### src/rtl/autocorr_pkg.sv
// autocorr_pkg
// Shared definitions for the autocorrelation controller slice.
//   SAMPLE_W : width of one deserialized sample word
//   state_t  : top-level run sequencing (IDLE, FILL, COMPUTE, DONE)
//   phase_t  : COMPUTE sub-phase (MAC accumulates, EMIT presents a lag)
//   lagWidth : width of a lag index, never narrower than one bit
package autocorr_pkg;

    localparam int SAMPLE_W = 3;

    typedef enum logic [1:0] {
        IDLE,
        FILL,
        COMPUTE,
        DONE
    } state_t;

    typedef enum logic {
        MAC,
        EMIT
    } phase_t;

    function automatic int lagWidth(input int maxLag);
        return (maxLag > 1) ? $clog2(maxLag) : 1;
    endfunction

endpackage

### src/rtl/autocorr_sample_buf.sv
// autocorr_sample_buf
// N-entry sample window: one synchronous write port, two combinational
// read ports so the MAC can fetch x[n] and x[n-k] in the same cycle.
// Ports:
//   i_clk                 : clock
//   i_we, i_waddr, i_wdata: write port
//   i_raddr_a, o_rdata_a  : read port A (x[n])
//   i_raddr_b, o_rdata_b  : read port B (x[n-k])
module autocorr_sample_buf
    import autocorr_pkg::*;
#(
    parameter int N     = 8,
    parameter int IDX_W = $clog2(N)
) (
    input  logic                i_clk,
    input  logic                i_we,
    input  logic [IDX_W-1:0]    i_waddr,
    input  logic [SAMPLE_W-1:0] i_wdata,
    input  logic [IDX_W-1:0]    i_raddr_a,
    input  logic [IDX_W-1:0]    i_raddr_b,
    output logic [SAMPLE_W-1:0] o_rdata_a,
    output logic [SAMPLE_W-1:0] o_rdata_b
);

    logic [SAMPLE_W-1:0] r_mem [N];

    // Contents are deliberately not reset: the window survives DONE and is
    // simply overwritten by the next run before it is read again.
    always_ff @(posedge i_clk) begin
        if (i_we) begin
            r_mem[i_waddr] <= i_wdata;
        end
    end

    assign o_rdata_a = r_mem[i_raddr_a];
    assign o_rdata_b = r_mem[i_raddr_b];

endmodule

### src/rtl/autocorr_controller.sv
// autocorr_controller
// Captures N strobed sample words after i_start, then computes lags
// R[0..MAX_LAG-1] with one time-shared multiply-accumulate and streams
// each lag out with a one-cycle valid, followed by a one-cycle done.
// Ports:
//   i_clk, i_rst_n        : clock, synchronous active-low reset
//   i_start               : begin a run (honoured only in IDLE)
//   i_word_in, i_word_valid: sample word and its one-cycle strobe
//   o_busy                : high while filling or computing
//   o_result, o_result_lag: last emitted R[k] and its lag k
//   o_result_valid        : one-cycle pulse per emitted lag
//   o_done                : one-cycle pulse after the final lag
//   o_overrun             : sticky, a strobe arrived while computing
module autocorr_controller
    import autocorr_pkg::*;
#(
    parameter int N       = 8,
    parameter int MAX_LAG = 4,
    parameter int ACC_W   = 2 * SAMPLE_W + $clog2(N),
    parameter int LAG_W   = lagWidth(MAX_LAG)
) (
    input  logic                i_clk,
    input  logic                i_rst_n,
    input  logic                i_start,
    input  logic [SAMPLE_W-1:0] i_word_in,
    input  logic                i_word_valid,
    output logic                o_busy,
    output logic [ACC_W-1:0]    o_result,
    output logic [LAG_W-1:0]    o_result_lag,
    output logic                o_result_valid,
    output logic                o_done,
    output logic                o_overrun
);

    localparam int IDX_W = $clog2(N);
    localparam logic [IDX_W-1:0] LAST_IDX = IDX_W'(N - 1);
    localparam logic [LAG_W-1:0] LAST_LAG = LAG_W'(MAX_LAG - 1);

    state_t              r_state;
    phase_t              r_phase;
    logic [IDX_W-1:0]    r_wptr;
    logic [IDX_W-1:0]    r_n;
    logic [LAG_W-1:0]    r_k;
    logic [ACC_W-1:0]    r_acc;
    logic                r_busy;
    logic [ACC_W-1:0]    r_result;
    logic [LAG_W-1:0]    r_result_lag;
    logic                r_result_valid;
    logic                r_done;
    logic                r_overrun;

    logic                w_we;
    logic [IDX_W-1:0]    w_raddr_b;
    logic [SAMPLE_W-1:0] w_xa;
    logic [SAMPLE_W-1:0] w_xb;
    logic [ACC_W-1:0]    w_prod;

    // Only strobes seen in FILL reach the window; the strobe coincident with
    // an accepted start arrives while still in IDLE and is therefore dropped.
    assign w_we      = (r_state == FILL) && i_word_valid;
    assign w_raddr_b = r_n - IDX_W'(r_k);
    assign w_prod    = ACC_W'(w_xa) * ACC_W'(w_xb);

    autocorr_sample_buf #(
        .N     (N),
        .IDX_W (IDX_W)
    ) u_buf (
        .i_clk     (i_clk),
        .i_we      (w_we),
        .i_waddr   (r_wptr),
        .i_wdata   (i_word_in),
        .i_raddr_a (r_n),
        .i_raddr_b (w_raddr_b),
        .o_rdata_a (w_xa),
        .o_rdata_b (w_xb)
    );

    // Run sequencer. Each lag spends N-k cycles in MAC (n walks k..N-1) and
    // one cycle in EMIT, where the finished sum is registered onto the
    // outputs and the accumulator is cleared for the next lag.
    always_ff @(posedge i_clk) begin
        if (!i_rst_n) begin
            r_state        <= IDLE;
            r_phase        <= MAC;
            r_wptr         <= '0;
            r_n            <= '0;
            r_k            <= '0;
            r_acc          <= '0;
            r_busy         <= 1'b0;
            r_result       <= '0;
            r_result_lag   <= '0;
            r_result_valid <= 1'b0;
            r_done         <= 1'b0;
            r_overrun      <= 1'b0;
        end else begin
            r_result_valid <= 1'b0;
            r_done         <= 1'b0;
            case (r_state)
                IDLE: begin
                    if (i_start) begin
                        r_state   <= FILL;
                        r_wptr    <= '0;
                        r_overrun <= 1'b0;
                        r_busy    <= 1'b1;
                    end
                end
                FILL: begin
                    if (i_word_valid) begin
                        r_wptr <= r_wptr + IDX_W'(1);
                        if (r_wptr == LAST_IDX) begin
                            r_state <= COMPUTE;
                            r_phase <= MAC;
                            r_k     <= '0;
                            r_n     <= '0;
                            r_acc   <= '0;
                        end
                    end
                end
                COMPUTE: begin
                    if (i_word_valid) begin
                        r_overrun <= 1'b1;
                    end
                    if (r_phase == MAC) begin
                        r_acc <= r_acc + w_prod;
                        if (r_n == LAST_IDX) begin
                            r_phase <= EMIT;
                        end else begin
                            r_n <= r_n + IDX_W'(1);
                        end
                    end else begin
                        r_result       <= r_acc;
                        r_result_lag   <= r_k;
                        r_result_valid <= 1'b1;
                        r_acc          <= '0;
                        r_phase        <= MAC;
                        if (r_k == LAST_LAG) begin
                            r_state <= DONE;
                        end else begin
                            r_k <= r_k + LAG_W'(1);
                            r_n <= IDX_W'(r_k) + IDX_W'(1);
                        end
                    end
                end
                DONE: begin
                    r_done  <= 1'b1;
                    r_busy  <= 1'b0;
                    r_state <= IDLE;
                end
                default: begin
                    r_state <= IDLE;
                end
            endcase
        end
    end

    assign o_busy         = r_busy;
    assign o_result       = r_result;
    assign o_result_lag   = r_result_lag;
    assign o_result_valid = r_result_valid;
    assign o_done         = r_done;
    assign o_overrun      = r_overrun;

endmodule

### config.mk
export PLATFORM = sky130hd
export DESIGN_NAME = autocorr_controller
export DESIGN_NICKNAME = d
export VERILOG_FILES = /design/src/rtl/autocorr_pkg.sv /design/src/rtl/autocorr_sample_buf.sv /design/src/rtl/autocorr_controller.sv
export SDC_FILE = /design/constraint.sdc
export NUM_CORES = 1
export LEC_CHECK = 0
export ABC_CLOCK_PERIOD_IN_PS = 10700
export CAP_MARGIN = 20
export CELL_PAD_IN_SITES_DETAIL_PLACEMENT = 1
export CELL_PAD_IN_SITES_GLOBAL_PLACEMENT = 2
export CORE_AREA = 2 2 91 93
export DETAILED_ROUTE_END_ITERATION = 8
export DIE_AREA = 0 0 93 95
export GPL_TIMING_DRIVEN = 0
export HOLD_SLACK_MARGIN = 0.05
export PLACE_DENSITY = 0.95
export SLEW_MARGIN = 20
export SYNTH_ARGS = -nofsm -noshare
export SYNTH_HDL_FRONTEND = slang
export SYNTH_SLANG_ARGS = --single-unit
### constraint.sdc
create_clock -name i_clk -period 10.7 [get_ports i_clk]
set_input_delay 2.14 -clock i_clk [delete_from_list [all_inputs] [get_ports i_clk]]
set_output_delay 2.14 -clock i_clk [all_outputs]
set_load 0.02 [all_outputs]
==> results of run 1 <==
==> worst max-delay path, stage by stage, from the launching register on <==
cell      delay, ps
dfxtp_1         440
ha_1            180
inv_1            50
fa_1            480
buf_2           240
mux4_2          540
mux2i_1         250
inv_1            70
nand2_1          90
fa_1            420
inv_1            90
fa_1            470
fa_1            510
a211oi_1        340
nor2_1           90
or4_1           480
a21oi_1         150
==> layer usage <==
metal  wire length, um  vias to the layer above  GRT usage  share of wire
li1                  -                     1172          -              -
met1              3281                     1163     0.2193           0.43
met2              3908                       47     0.3255           0.51
met3               258                       16    0.03990          0.034
met4               148                        0    0.08456          0.019
met5                 0                        -          0              0
==> flip-flops by register name (all words and copies together) (netlist names), named ones only <==
name,flops
u_buf.r_mem,24
o_result,9
r_acc,9
r_n,3
r_wptr,3
o_result_lag,2
r_k,2
r_state,2
o_busy,1
o_done,1
o_overrun,1
o_result_valid,1
r_phase,1
==> stage by stage <==
| stage | cell area (um^2) | setup WS (ps) |
|---|---|---|
| 6_report | 3781 | 5774 |
| 3_5_place_dp | 3583 | 5756 |
| 4_1_cts | 3781 | 5724 |
| 5_1_grt | 3781 | 5453 |
| 2_1_floorplan | 3242 | 6173 |
| 3_3_place_gp | 3583 | 5838 |
==> synthesized netlist by cell type (3+ instances only) <==
| library cell | number |
|---|---|
| mux2i_1 | 6 |
| fa_1 | 6 |
| nand3b_1 | 4 |
| a211oi_1 | 4 |
| dfxtp_1 | 38 |
| mux2_2 | 3 |
| inv_1 | 19 |
| ha_1 | 18 |
| mux4_2 | 12 |
| edfxtp_1 | 24 |
| clkbuf_1 | 6 |
| nor3_1 | 5 |
| nand3_1 | 8 |
| nor2_1 | 20 |
| nor2b_1 | 6 |
| buf_2 | 3 |
| o21ai_0 | 11 |
| nand2_1 | 42 |
| nand2b_1 | 6 |
| o21a_1 | 3 |
| a21oi_1 | 33 |
==> cell families after synthesis <==
kind of cell               count (synthesis)  synth area share
AOI/OAI and AO/OA                         62            0.1115
xor gates and xnor gates                   2          0.005404
adders and majority gates                 24            0.1065
buffers and inverters                     31           0.04207
DFF                                       62            0.4570
muxes                                     21            0.1123
and+or+nand+nor                          109            0.1652
==> power by group <==
part	total (mW)	switching [mW]	internal, mW	leakage [nW]
Combinational	0.203	0.119	0.0842	0.739
Sequential	0.266	0.0102	0.256	0.523
Clock	0.209	0.101	0.108	0.0895
==> cell type report <==
class,instances,area share
Buffer,12,0.01721
Clock buffer,9,0.03276
Clock inverter,7,0.01952
Inverter,19,0.01886
Multi-Input combinational cell,218,0.4295
Sequential cell,62,0.3918
Tap cell,105,0.03475
Timing Repair Buffer,21,0.05559
==> worst min path at each step <==
stage                        to   startpoint
CTS                 o_result[1]  o_result[1]
global route        o_result[0]  o_result[0]
global placement    o_result[7]  o_result[7]
detailed placement  o_result[1]  o_result[1]
floorplan           o_result[8]     r_acc[8]
finish              o_result[1]  o_result[1]
==> metrics.txt, run 1 <==
CP Capture Point=r_acc[5]; via count=2,398; post-cts resize count=0; YS warnings=0; Yosys cell types=47; skew final=6.810 ps; worst r2r src=r_k[0]; CTS tree=built; sequential-to-total area share from yosys stat=0.4570; post-synth net total=342; Layout Cells excl Fill=453; Post-layout nets=374; Period minus WS final=4926 ps; average wire per cell in the routed design=16.77 um; Clk pin slew, worst setup/hold paths=80 ps; TritonRoute pass-1 iters=4; relative slew slack=0.5950; total power=0.6782 mW; Remaining Overflow, GRT=0; fin util=0.4770; r2r setup slk=5770 ps; max_cap viols=0; CP Capture Type=register; core area=0.007928 mm^2; startpoint types=register; DR iter-0 viols=74; Primary FF master, synth=dfxtp_1; vias in the first global route=2,556; Diodes inserted=0; CTS Sinks=62; die height=95 um; Avg Inst Size Synth=10.42 um^2; remaining antenna violation count=0; Crit Path Max Fanout=6; Avg Vias per Cell=5.294; hold path depth=2; Synth async-reset ratio=0; Reg2Reg Depth=16; die width=93 um; initial antenna violation count=0; H-tree Lvls=3; Final Max Slew Viols=0; # IOs=22; commonest non-fill, non-tap cell in the layout=nand2_1; fillers=902; Area growth syn-to-layout=16.63%; I/O Buffers=21; Setup violations, final=0; root buffer cell=clkbuf_8; post-CTS setup buffers=0; GP Congestion=0.7668; CTS Buffer Depth=2; Worst Setup SP=r_k[0]; Leakage=1.352 nW; largest net degree at the start of global routing=13; Routed WL=7.597 mm; Setup Total Neg Slack=0 ps; row count=33; cell taking the most area after synthesis=dfxtp_1; # DRC=0; R2R Path End=r_acc[5]; Post-synth EDFFs=24; overall routing resource usage=0.1859; worst slew pin tran=602.1 ps; HP Class=register to register; required time of the critical path=10,980 ps; Gate Count Post-Synth=311; Final HPWL DP=5.748 mm; CTS buffer count=9; Initial Utilization=0.4089; Synth Cell Area=0.003242 mm^2; f_max=203.0 MHz; clock latency on the worst-skew pair=350 ps; Seq cells post-synth=62; RSZ-0062 raised after global routing=no; share of cells above drive strength 1=0.1207; Max IR drop VDD=0.00008301 V; hold_ws=456.4 ps; Synth top area share=0.2347; Placed Cells=437; final hold violation count=0; WS Path Type=register to register; commonest non-fill, non-tap cells in the layout=nand2_1 (42), dfxtp_1 (38), a21oi_1 (33); outcome=finished, final reports clean; WP data arrival=5210 ps; multi-input logic area=0.001624 mm^2; final period utilization=0.4604; CTS Hold Bufs=0; die area=0.008835 mm^2; global-route wire length before repair=12.57 mm; Pwr per Cell Area=179.4 mW/mm^2; ranking of synthesized cells by area=dfxtp_1 (23%), edfxtp_1 (22%), mux4_2 (8.3%); area taken by flip-flops and latches=0.001481 mm^2
(Power assumes the default switching activity.)
==> run 2: changes to the inputs <==
--- a/config.mk
+++ b/config.mk
@@ -5,16 +5,16 @@
 export SDC_FILE = /design/constraint.sdc
 export NUM_CORES = 1
 export LEC_CHECK = 0
-export ABC_CLOCK_PERIOD_IN_PS = 10700
+export ABC_CLOCK_PERIOD_IN_PS = 5000
 export CAP_MARGIN = 20
 export CELL_PAD_IN_SITES_DETAIL_PLACEMENT = 1
 export CELL_PAD_IN_SITES_GLOBAL_PLACEMENT = 2
-export CORE_AREA = 2 2 91 93
+export CORE_AREA = 2 2 95 97
 export DETAILED_ROUTE_END_ITERATION = 8
-export DIE_AREA = 0 0 93 95
+export DIE_AREA = 0 0 97 99
 export GPL_TIMING_DRIVEN = 0
 export HOLD_SLACK_MARGIN = 0.05
-export PLACE_DENSITY = 0.95
+export PLACE_DENSITY = 0.89
 export SLEW_MARGIN = 20
 export SYNTH_ARGS = -nofsm -noshare
 export SYNTH_HDL_FRONTEND = slang
==> constraint.sdc (replaced) <==
create_clock -name i_clk -period 5 [get_ports i_clk]
set_input_delay 1 -clock i_clk [delete_from_list [all_inputs] [get_ports i_clk]]
set_output_delay 1 -clock i_clk [all_outputs]
set_load 0.02 [all_outputs]
==> run 2 against run 1 <==
- combinational power grew 120%
- flip-flop and latch count is the same
- wire length up 7.2%
- clock skew increased by 1.8 ps
- die area grew 8.7%
- critical endpoint unchanged
- largest cell class unchanged
==> metrics.txt, run 2 (synthesis gave the netlist of run 1 again) <==
die width=97 um (+4.3%); TritonRoute pass-1 iters=4 (unchanged); WP data arrival=4980 ps (-230 ps); vias in the first global route=2,646 (+3.5%); via count=2,424 (+1.1%); overall routing resource usage=0.1772 (-0.008685); Final WS setup=292.1 ps (-5482 ps); core area=0.008551 mm^2 (+7.9%); die area=0.009603 mm^2 (+8.7%); commonest non-fill, non-tap cell in the layout=nand2_1; worst path cell trace=inv_1, ha_1, inv_1, fa_1, clkbuf_4, mux4_2, mux2i_2, or2_2, fa_1, inv_1, fa_1, fa_2, a211oi_2, nor2_1, or4_1, a21oi_1; initial antenna violation count=0 (unchanged); CP delay by family, top=adder cells; Avg Vias per Cell=5.316 (+0.42%); post-CTS setup buffers=0 (unchanged); Remaining Overflow, GRT=0 (unchanged); Largest register FFs=24 (unchanged); # DRC=0 (unchanged); clock latency on the worst-skew pair=340 ps (about the same); die height=99 um (+4.2%); Worst Path Buf+Inv=4 (unchanged); max_cap viols=0 (unchanged); CTS Sinks=62 (unchanged); Area growth syn-to-layout=17.91%; final period utilization=0.9416 (+0.4812); Clk pin slew, worst setup/hold paths=70 ps (about the same); startpoint types=register; Design Area, Final=0.003822 mm^2 (+1.1%); Crit. path cell count=16 (unchanged); CTS Hold Bufs=0 (unchanged); CTS buffer count=9 (unchanged); r2r setup slk=290 ps (-5480 ps); commonest non-fill, non-tap cells in the layout=nand2_1 (42), dfxtp_1 (37), a21oi_1 (33); f_max=212.4 MHz (+4.6%); skew final=8.656 ps (+1.846 ps); Setup Total Neg Slack=0 ps (unchanged); met2 Use GR=0.3232 (-0.002299); Crit Path Max Fanout=6 (unchanged); CTS tree=built; critical path's largest stage delay=520 ps (-20 ps); Top reg by flops=u_buf.r_mem; largest net degree at the start of global routing=12 (-1); required time of the critical path=5270 ps (-5710 ps); GP Congestion=0.7765 (+1.3%); Slowest cell on crit path=fa_1; global-route wire length before repair=13.39 mm (+6.5%); fillers=930 (+3.1%); DR iter-0 viols=57 (-23%); Initial Utilization=0.3791 (-0.02980); Period minus WS final=4708 ps (-218.3 ps); Leakage=1.370 nW (+1.3%); Worst Setup SP=r_n[0]; CTS Buffer Depth=2 (unchanged); total power=1.510 mW (+120%); average wire per cell in the routed design=17.86 um (+6.5%); worst r2r src=r_n[0]; # IOs=22 (unchanged); remaining antenna violation count=0 (unchanged); CP Capture Point=r_acc[5]; Max IR drop VDD=0.0001865 V (+120%); share of cells above drive strength 1=0.1322 (+0.01149); worst slew pin tran=635.4 ps (+33.29 ps); post-cts resize count=0 (unchanged); CP Capture Type=register; WS Path Type=register to register; placed cell area=0.003587 mm^2 (+0.10%); Setup violations, final=0 (unchanged); R2R Path End=r_acc[5]; I/O Buffers=21 (unchanged); row count=34 (+3.0%); grt met3 use=0.03759 (-0.002316); area taken by flip-flops and latches=0.001483 mm^2 (about the same); Routed WL=8.142 mm (+7.2%); Diodes inserted=0 (unchanged); layer with the highest usage=met2; RSZ-0062 raised after global routing=no; H-tree Lvls=3 (unchanged); Final Max Slew Viols=0 (unchanged); Reg2Reg Depth=16 (unchanged); relative slew slack=0.5726 (-0.02239); HP Class=register to register; final hold violation count=0 (unchanged); root buffer cell=clkbuf_8; Pwr per Cell Area=395.1 mW/mm^2 (+120%); Post-layout nets=374 (unchanged); outcome=finished, final reports clean; pre-CTS setup slack=64.85 ps (-5691 ps); Final HPWL DP=6.014 mm (+4.6%); GRT met1 Usage=0.2101 (-0.009167); multi-input logic area=0.001635 mm^2 (+0.69%)
==> run 2: cell type report <==
type,count,share of cell area
inverter,19,0.01866
sequential,62,0.3879
tap,108,0.03535
clock buffer,13,0.04714
buffer,12,0.01768
timing repair buffer,21,0.05499
clock inverter,3,0.01047
multi-input combinational,218,0.4278
==> run 2: worst min-delay path, cell delays in order, from the launching register on <==
cell,delay (ps)
dfxtp_1,310
nand2_1,50
a21oi_1,50
==> run 2: through the flow <==
step           hold WS [ps]  utilization  std cells
2_1_floorplan         439.9            -        311
5_1_grt               474.6       0.4470        456
3_5_place_dp          450.1       0.4195        440
4_1_cts               460.1       0.4453        456
3_3_place_gp          442.4       0.4195        440
6_report              457.4       0.4470        456
==> run 2: worst min-delay path by stage <==
stage,end,slack (ps),from,cells after the start
3_5_place_dp,o_result[6],450,o_result[6],2
4_1_cts,o_result[6],460,o_result[6],2
5_1_grt,o_result[5],470,o_result[5],2
2_1_floorplan,o_result[8],440,r_acc[8],2
6_report,o_result[6],460,o_result[6],2
3_3_place_gp,o_result[6],440,o_result[6],2
==> run 2: where the power goes <==
| part | switching [mW] | internal [mW] |
|---|---|---|
| sequential | 0.0214 | 0.547 |
| combinational | 0.259 | 0.183 |
| clock | 0.213 | 0.287 |
==> run 2: layer usage <==
layer / vias up / wire length [um] / share of wire
met5: - / 0 / 0
met4: 0 / 121 / 0.015
met3: 16 / 180 / 0.022
met2: 33 / 4169 / 0.51
met1: 1202 / 3671 / 0.45
li1: 1173 / - / -
